$ cat src/rtl/muldiv_pkg.sv
// Shared definitions for the multiply/divide sequencer, its control unit and the bench.
package muldiv_pkg;

  typedef enum logic [2:0] {
    S_IDLE  = 3'd0,
    S_START = 3'd1,
    S_RUN   = 3'd2,
    S_WRITE = 3'd3,
    S_ZERO  = 3'd4
  } seqState_t;

  localparam logic OP_MULT = 1'b0;
  localparam logic OP_DIV  = 1'b1;

  localparam int DEFAULT_MULT_CYCLES = 32;
  localparam int DEFAULT_DIV_CYCLES  = 32;

  // Width of the latency counter: it only ever holds (cycles - 1), so
  // $clog2 of the larger latency is enough. Never narrower than one bit.
  function automatic int counterWidth(input int multCycles, input int divCycles);
    int maxCycles;
    int w;
    maxCycles = (multCycles > divCycles) ? multCycles : divCycles;
    w = $clog2(maxCycles);
    return (w < 1) ? 1 : w;
  endfunction

endpackage

$ cat src/rtl/muldiv_cycle_counter.sv
// Loadable down-counter with a zero flag; holds at zero instead of wrapping.
module muldiv_cycle_counter #(
  parameter int WIDTH = 5
) (
  input  logic             clk,
  input  logic             reset,
  input  logic             load,
  input  logic [WIDTH-1:0] loadValue,
  input  logic             dec,
  output logic             isZero
);

  logic [WIDTH-1:0] count;

  // Load has priority over decrement; decrement stops at zero.
  always_ff @(posedge clk) begin
    if (!reset) begin
      count <= '0;
    end else if (load) begin
      count <= loadValue;
    end else if (dec && (count != '0)) begin
      count <= count - WIDTH'(1);
    end
  end

  assign isZero = (count == '0);

endmodule

$ cat src/rtl/muldiv_sequencer.sv
// Sequencer for the shared multiply/divide unit: start pulse, fixed-latency
// wait, then HI/LO commit. Zero divisors are rejected before the divider starts.
//
// state   | meaning
// --------+---------------------------------------------------------------
// S_IDLE  | ready for a request
// S_START | one-cycle start pulse to the selected unit, counter loaded
// S_RUN   | waiting out the unit latency (exactly N cycles)
// S_WRITE | HI/LO write enables and done; commit point, abort ignored
// S_ZERO  | DIV with zero divisor rejected, div_zero pulsed
module muldiv_sequencer
  import muldiv_pkg::*;
#(
  parameter int MULT_CYCLES = DEFAULT_MULT_CYCLES,
  parameter int DIV_CYCLES  = DEFAULT_DIV_CYCLES
) (
  input  logic        clk,
  input  logic        reset,
  input  logic        req_valid,
  input  logic        req_op,
  input  logic [31:0] op_b,
  input  logic        abort,
  output logic        req_ready,
  output logic        busy,
  output logic        mult_start,
  output logic        div_start,
  output logic        hilo_sel,
  output logic        hi_we,
  output logic        lo_we,
  output logic        done,
  output logic        div_zero
);

  localparam int CNT_W = counterWidth(MULT_CYCLES, DIV_CYCLES);
  localparam logic [CNT_W-1:0] MULT_LOAD = CNT_W'(MULT_CYCLES - 1);
  localparam logic [CNT_W-1:0] DIV_LOAD  = CNT_W'(DIV_CYCLES - 1);

  seqState_t state;
  seqState_t nextState;
  logic      opQ;
  logic      nextOp;
  logic      cntZero;
  logic      cntLoad;
  logic      cntDec;

  // Counter is loaded while START is showing and counts down through RUN.
  assign cntLoad = (state == S_START);
  assign cntDec  = (state == S_RUN);

  muldiv_cycle_counter #(
    .WIDTH(CNT_W)
  ) uCounter (
    .clk      (clk),
    .reset    (reset),
    .load     (cntLoad),
    .loadValue(opQ ? DIV_LOAD : MULT_LOAD),
    .dec      (cntDec),
    .isZero   (cntZero)
  );

  // Next-state and latched-op selection.
  always_comb begin
    nextState = state;
    nextOp    = opQ;
    case (state)
      S_IDLE: begin
        if (req_valid && !abort) begin
          nextOp    = req_op;
          nextState = ((req_op == OP_DIV) && (op_b == 32'd0)) ? S_ZERO : S_START;
        end
      end
      S_START: nextState = abort ? S_IDLE : S_RUN;
      S_RUN: begin
        if (abort) begin
          nextState = S_IDLE;
        end else if (cntZero) begin
          nextState = S_WRITE;
        end
      end
      S_WRITE: nextState = S_IDLE;
      S_ZERO:  nextState = S_IDLE;
      default: nextState = S_IDLE;
    endcase
  end

  // State register with Moore outputs decoded from the next state so they
  // appear registered, aligned with the state they belong to.
  always_ff @(posedge clk) begin
    if (!reset) begin
      state      <= S_IDLE;
      opQ        <= OP_MULT;
      req_ready  <= 1'b1;
      busy       <= 1'b0;
      mult_start <= 1'b0;
      div_start  <= 1'b0;
      hilo_sel   <= 1'b0;
      hi_we      <= 1'b0;
      lo_we      <= 1'b0;
      done       <= 1'b0;
      div_zero   <= 1'b0;
    end else begin
      state      <= nextState;
      opQ        <= nextOp;
      req_ready  <= (nextState == S_IDLE);
      busy       <= (nextState != S_IDLE);
      mult_start <= (nextState == S_START) && (nextOp == OP_MULT);
      div_start  <= (nextState == S_START) && (nextOp == OP_DIV);
      hilo_sel   <= (nextState inside {S_START, S_RUN, S_WRITE}) ? nextOp : 1'b0;
      hi_we      <= (nextState == S_WRITE);
      lo_we      <= (nextState == S_WRITE);
      done       <= (nextState == S_WRITE);
      div_zero   <= (nextState == S_ZERO);
    end
  end

endmodule

$ cat config.mk
export PLATFORM = sky130hd
export DESIGN_NAME = muldiv_sequencer
export DESIGN_NICKNAME = d
export VERILOG_FILES = /design/src/rtl/muldiv_pkg.sv /design/src/rtl/muldiv_cycle_counter.sv /design/src/rtl/muldiv_sequencer.sv
export SDC_FILE = /design/constraint.sdc
export NUM_CORES = 1
export LEC_CHECK = 0
export CAP_MARGIN = 5
export CORE_ASPECT_RATIO = 0.6
export CORE_MARGIN = 4
export CORE_UTILIZATION = 25
export DETAILED_ROUTE_END_ITERATION = 12
export PLACE_DENSITY = 0.59
export REMOVE_ABC_BUFFERS = 1
export SKIP_LAST_GASP = 1
export SYNTH_ARGS = -nofsm -noshare
export SYNTH_HDL_FRONTEND = slang
export SYNTH_HIERARCHICAL = 1
export SYNTH_SLANG_ARGS = --single-unit
$ cat constraint.sdc
create_clock -name clk -period 2.2 [get_ports clk]
set_input_delay 0.33 -clock clk [delete_from_list [all_inputs] [get_ports clk]]
set_output_delay 0.33 -clock clk [all_outputs]
set_load 0.05 [all_outputs]
== Yosys cells after proc, flatten, opt, wreduce, memory -nomap -nowiden ==
Index checks and enable logic that the tools add are counted.

* Reductions and logical operators: 15
* Bitwise logic cells: 1
* Eq/ne operators: 6
* $add $sub $neg: 1
* Muxes and demuxes: 10

{| class="wikitable"
|+ Operators with widths
! operator !! count
|-
| 32-bit logical NOT || 1
|-
| 3-bit 2-to-1 mux || 4
|-
| 5-bit 2-to-1 mux || 2
|-
| 3-bit by 2-bit == test with 1-bit output, second input constant || 3
|-
| 3-bit case mux with 3 select lines || 1
|-
| 3-bit by 1-bit == test with 1-bit output, second input constant || 2
|-
| 3-bit logical NOT || 2
|-
| 3-bit nonzero test || 2
|-
| 1-bit logical AND || 5
|-
| 5-bit logical NOT || 1
|-
| 5-bit nonzero test || 1
|-
| 5-bit by 1-bit subtractor with 5-bit output, second input constant || 1
|-
| 3-bit == test, second input constant || 1
|-
| 1-bit 2-to-1 mux || 2
|-
| 2-bit 2-to-1 mux || 1
|-
| 2-bit AND reduction || 1
|-
| 2-bit nonzero test || 1
|-
| 1-bit logical NOT || 1
|-
| 1-bit NOT || 1
|}

* Register bits: 16
* Bits of input ports: 37

== Longest topological paths before layout ==
* Depth after elaboration: 8
* Mapped depth: 7

== By module ==
Netlist, hierarchy kept.

{| class="wikitable"
|+ By module, submodules not included
! module !! area each (um^2) !! instances !! sequential area each (um^2) !! cells each
|-
| muldiv_sequencer || 576.8 || 1 || 220.2 || 66
|-
| muldiv_cycle_counter || 299.0 || 1 || 100.1 || 37
|}

== Worst setup path after synthesis ==
No wires, ideal clock.

* Path kind: flip-flop to flip-flop
* Start point: register uCounter.count[0]
* End point: register mult_start
* Setup slack: 0.584 ns
* Arrival time: 1.544 ns
* Setup time: 0.073 ns
* Cell stages (with the launch flop): 8
* Clock period less this slack: 1.616 ns
* Path through: dfxtp_1 inv_1 ha_1 or4b_4 clkinv_2 and4b_1 a22o_1 nor3b_2

* Longest elaborated chain between the ends: 6

{| class="wikitable"
|+ Ends and longest elaborated chain
! element !! RTL line !! source
|-
| from (decl) || muldiv_cycle_counter.sv:13 || <nowiki>logic [WIDTH-1:0] count;</nowiki>
|-
| from (signal assigned) || muldiv_cycle_counter.sv:20 || <nowiki>count <= loadValue;</nowiki>
|-
| from (signal assigned) || muldiv_cycle_counter.sv:22 || <nowiki>count <= count - WIDTH'(1);</nowiki>
|-
| 5-bit logical NOT || muldiv_cycle_counter.sv:26 || <nowiki>assign isZero = (count == '0);</nowiki>
|-
| net cntZero || muldiv_sequencer.sv:42 || <nowiki>logic cntZero;</nowiki>
|-
| 3-bit 2-to-1 mux || muldiv_sequencer.sv:76 || <nowiki>end else if (cntZero) begin</nowiki>
|-
| 3-bit 2-to-1 mux || muldiv_sequencer.sv:74 || <nowiki>if (abort) begin</nowiki>
|-
| 3-bit case mux with 3 select lines || muldiv_sequencer.sv:65 || <nowiki>case (state)</nowiki>
|-
| 3-bit by 1-bit == test with 1-bit output || muldiv_sequencer.sv:106 || <nowiki>mult_start <= (nextState == S_START) && (nextOp == OP_MULT);</nowiki>
|-
| 1-bit logical AND || muldiv_sequencer.sv:106 ||
|-
| to (signal assigned) || muldiv_sequencer.sv:106 ||
|-
| to (decl) || muldiv_sequencer.sv:25 || <nowiki>output logic mult_start,</nowiki>
|}

The timed path passes the listed nets, and every way through them passes these cells.
A chain may end at the register's enable or synchronous reset.

== Worst setup path after layout ==
Ends and elaborated chain as after synthesis.

==> impl_results.md <==
* Combined buffer and inverter count along the critical path at 2
* 1st-pass router iterations at 4
* Htree depth at 1
* Final total negative setup slack at 0 ns
* Width of the die at between 80 and 90 um
* Largest net degree at the start of global routing at 13
* Type of element capturing the critical path: flop
* Static Leak at 0.514 nW
* Height of the chip at 53.8 um
* Unique masters post-synth at 40
* Cells traversed along the worst timing path: inv_1, ha_1, or4b_4, clkinv_2, and4b_1, a22o_1, nor3b_2
* Cell accounting for the most synthesized area: sky130_fd_sc_hd__dfxtp_1
* Sequential element share of the synthesized area at a little over a third
* Number of standard cells after synthesis at slightly above 100
* First-iteration detailed-routing DRC count at 64
* Yosys top cell area share at 36.6%
* Total core area at 3300 um2
* Post-synth EDFFs at 0
* Cell types occupying the most area after synthesis: sky130_fd_sc_hd__dfxtp_1, sky130_fd_sc_hd__nor4_1, sky130_fd_sc_hd__nor2_1
* Max capacitance violation total at 0
* Kind of launch point of the worst setup path: flop
* Layout cells sized above 1 at 9.09%
* Final instance count without filler cells at 199
* DR vias/cell at 4.77
* Overall overflow remaining after global route at 0
* Diodes inserted at 0
* Clock slew seen by the registers of the worst setup and hold paths at 0.06 ns
* Worst Setup Path Type: reg -> reg
* CP arrival at between 1.5 and 2 ns
* Kind of cell with the highest combined delay on the critical path: simple AND/OR/NAND/NOR gates
* Min-Delay Path Class: reg -> reg
* Clock tree root buffer cell: sky130_fd_sc_hd__clkbuf_8
* Transition at the pin with the smallest max-transition slack at 0.500 ns
* Largest driver fanout on the critical path at 4
* Average size of a mapped cell at 8.50 um2
* Cell area power density at 510 nW/um2
* Slew headroom at between 60% and 70%
* Biggest cell delay along the critical path at 0.49 ns
* Post-synthesis sequential element count at 16
* Via count at 950
* Final Net Count at 193
* Flip-flop count of the largest register after layout at 5
* Number of antenna violations at the first check in global routing at 0
* ANT nets after route at 0
* Number of global-route vias before repair at 995
* Placement row count at 16
* Final Skew at 0.00268 ns
* Total Die Area at 4550 um2
* Critical-path cell with the highest stage delay: sky130_fd_sc_hd__or4b_4
* Average routed wire per standard cell at between 10 and 15 um
* Largest reg by FF count: uCounter/count
* Global Route Usage Sum at about 13%
* Part of the cycle the worst path needs at 82.0%
* VDD IR max at roughly 0.00019 V
* Later-pin clock latency in the skew report at 0.25 ns
* Top-level port count at 46
* Finish-stage setup viols at 0
* Final weighted congestion in routability-driven placement at 0.754
* Detailed-route DRC error count at 0
* Yosys warnings at 6
* Cts hold-fix bufs at 0
* Setup slack at placement at 0.345 ns
* Setup repair after global routing missed its margin: false
* Number of clock buffers inserted by TritonCTS at 3
* Final-report hold violation count at 0
* Commonest register cell after synthesis: sky130_fd_sc_hd__dfxtp_1
* Starting Density at between 20% and 30%
* Final slew viol count at 0
* Clock period minus final worst setup slack at 1.80 ns
* Post-synth ARST share at 0%
* Number of sinks handled by clock tree synthesis at 16
* Final worst setup slack at between 0.3 and 0.4 ns
* First-pass GRT wire length at approximately 4500 um
* Run status: completed
* Number of input and output port buffers inserted at between 40 and 50
* Detailed-placement wirelength estimate at about 2200 um
* Maximum clock frequency at 0.555 GHz
* Area added between synthesis and finish at 64.1%
* Post-CTS repair timing setup buffer count at 0
* Maximum clock insertion buffer count at 2
* Required time of the critical path at around 2.4 ns
* Post-Place Cells at 195
* Total Wirelength at approximately 2600 um
* Cell area after synthesis at 876 um2
* Resize count post-CTS at 0
* Worst hold margin at 0.518 ns
* CTS tree: done
* Top flop regs: uCounter/count (5), state (3)
-- where the power goes --
| group | leakage, nW | total [mW] | internal [mW] | switching, mW |
|---|---|---|---|---|
| clock network | 0.0288 | 0.259 | 0.159 | 0.100 |
| logic | 0.355 | 0.166 | 0.0930 | 0.0728 |
| registers | 0.130 | 0.309 | 0.301 | 0.00794 |
| total | 0.514 | 0.734 | 0.553 | 0.181 |
-- worst register-to-register path, cell delays in order (launching register included) --
cell and delay [ns]:
sky130_fd_sc_hd__dfxtp_1 0.33, sky130_fd_sc_hd__inv_1 0.09, sky130_fd_sc_hd__ha_1 0.16, sky130_fd_sc_hd__or4b_4 0.49, sky130_fd_sc_hd__clkinv_2 0.09, sky130_fd_sc_hd__and4b_1 0.30
sky130_fd_sc_hd__a22o_1 0.14, sky130_fd_sc_hd__nor3b_2 0.13
-- synthesized netlist by cell type, drive strengths merged (2+ instances only) --
master and count:
a21oi 4, and3 3, buf 3, dfxtp 16, inv 8, nand2 2
nand3 4, nand4 4, nor2 11, nor3 3, nor3b 4, nor4 13
nor4b 2, o21ai 5, or3 2, or4b 2
-- metrics by stage --
stage | utilization, % | instance area [um2] | total power [mW]
2_1_floorplan | - | 861 | 0.382
3_3_place_gp | 41.9 | 1380 | 0.477
3_5_place_dp | 41.9 | 1380 | 0.480
4_1_cts | 43.5 | 1440 | 0.742
5_1_grt | 43.5 | 1440 | 0.768
6_report | 43.5 | 1440 | 0.734
-- final cells by class --
| cell class | instances | area, um2 |
|---|---|---|
| fillers | 332 | 1870 |
| multi-input cells | 78 | 505 |
| repair buffers | 47 | 465 |
| flip-flops and latches | 16 | 320 |
| well taps | 45 | 56.3 |
| clock buffers | 4 | 55.1 |
| inverters | 9 | 35.0 |
-- routing by layer --
metal  track usage (%)  share of wire, %
met1              15.3                50
met2              22.6                46
met3              3.52               3.1
met4              3.95               1.0
met5                 0                 0
-- kinds of logic after synthesis --
family | count (synthesis) | synth area share [%]
flops | 16 | 36.6
buf+inv | 13 | 7.43
other cells | 1 | 0.428
xor+xnor | 1 | 1.00
mux | 1 | 1.14
compound gates | 16 | 11.9
fa+ha+maj | 1 | 1.43
simple gates | 54 | 40.1
-- layout by cell type (no fill, tap or decap), types with 2 or more instances in the layout --
cell type / n
sky130_fd_sc_hd__o21ai_0: 5
sky130_fd_sc_hd__nand3_1: 4
sky130_fd_sc_hd__nor3b_1: 3
sky130_fd_sc_hd__inv_1: 8
sky130_fd_sc_hd__nand2_1: 2
sky130_fd_sc_hd__clkbuf_8: 4
sky130_fd_sc_hd__and3_1: 3
sky130_fd_sc_hd__conb_1: 5
sky130_fd_sc_hd__buf_4: 2
sky130_fd_sc_hd__nand4_1: 4
sky130_fd_sc_hd__nor3_2: 2
sky130_fd_sc_hd__dfxtp_1: 16
sky130_fd_sc_hd__a21oi_1: 4
sky130_fd_sc_hd__clkdlybuf4s50_1: 45
sky130_fd_sc_hd__nor4_1: 12
sky130_fd_sc_hd__nor2_1: 11
-- path summary, 6_finish.rpt --
| check | startpoint | endpoint | slack (ns) | cells after the start |
|---|---|---|---|---|
| setup / recovery | uCounter/count[0]$_SDFFE_PN0P_ | mult_start$_SDFF_PN0_ | 0.40 | 7 |
| hold / removal | opQ$_SDFF_PN0_ | opQ$_SDFF_PN0_ | 0.52 | 2 |
| setup reg to reg | uCounter/count[0]$_SDFFE_PN0P_ | mult_start$_SDFF_PN0_ | 0.40 | 7 |
| hold reg to reg | opQ$_SDFF_PN0_ | opQ$_SDFF_PN0_ | 0.52 | 2 |
(Power assumes the default switching activity.)
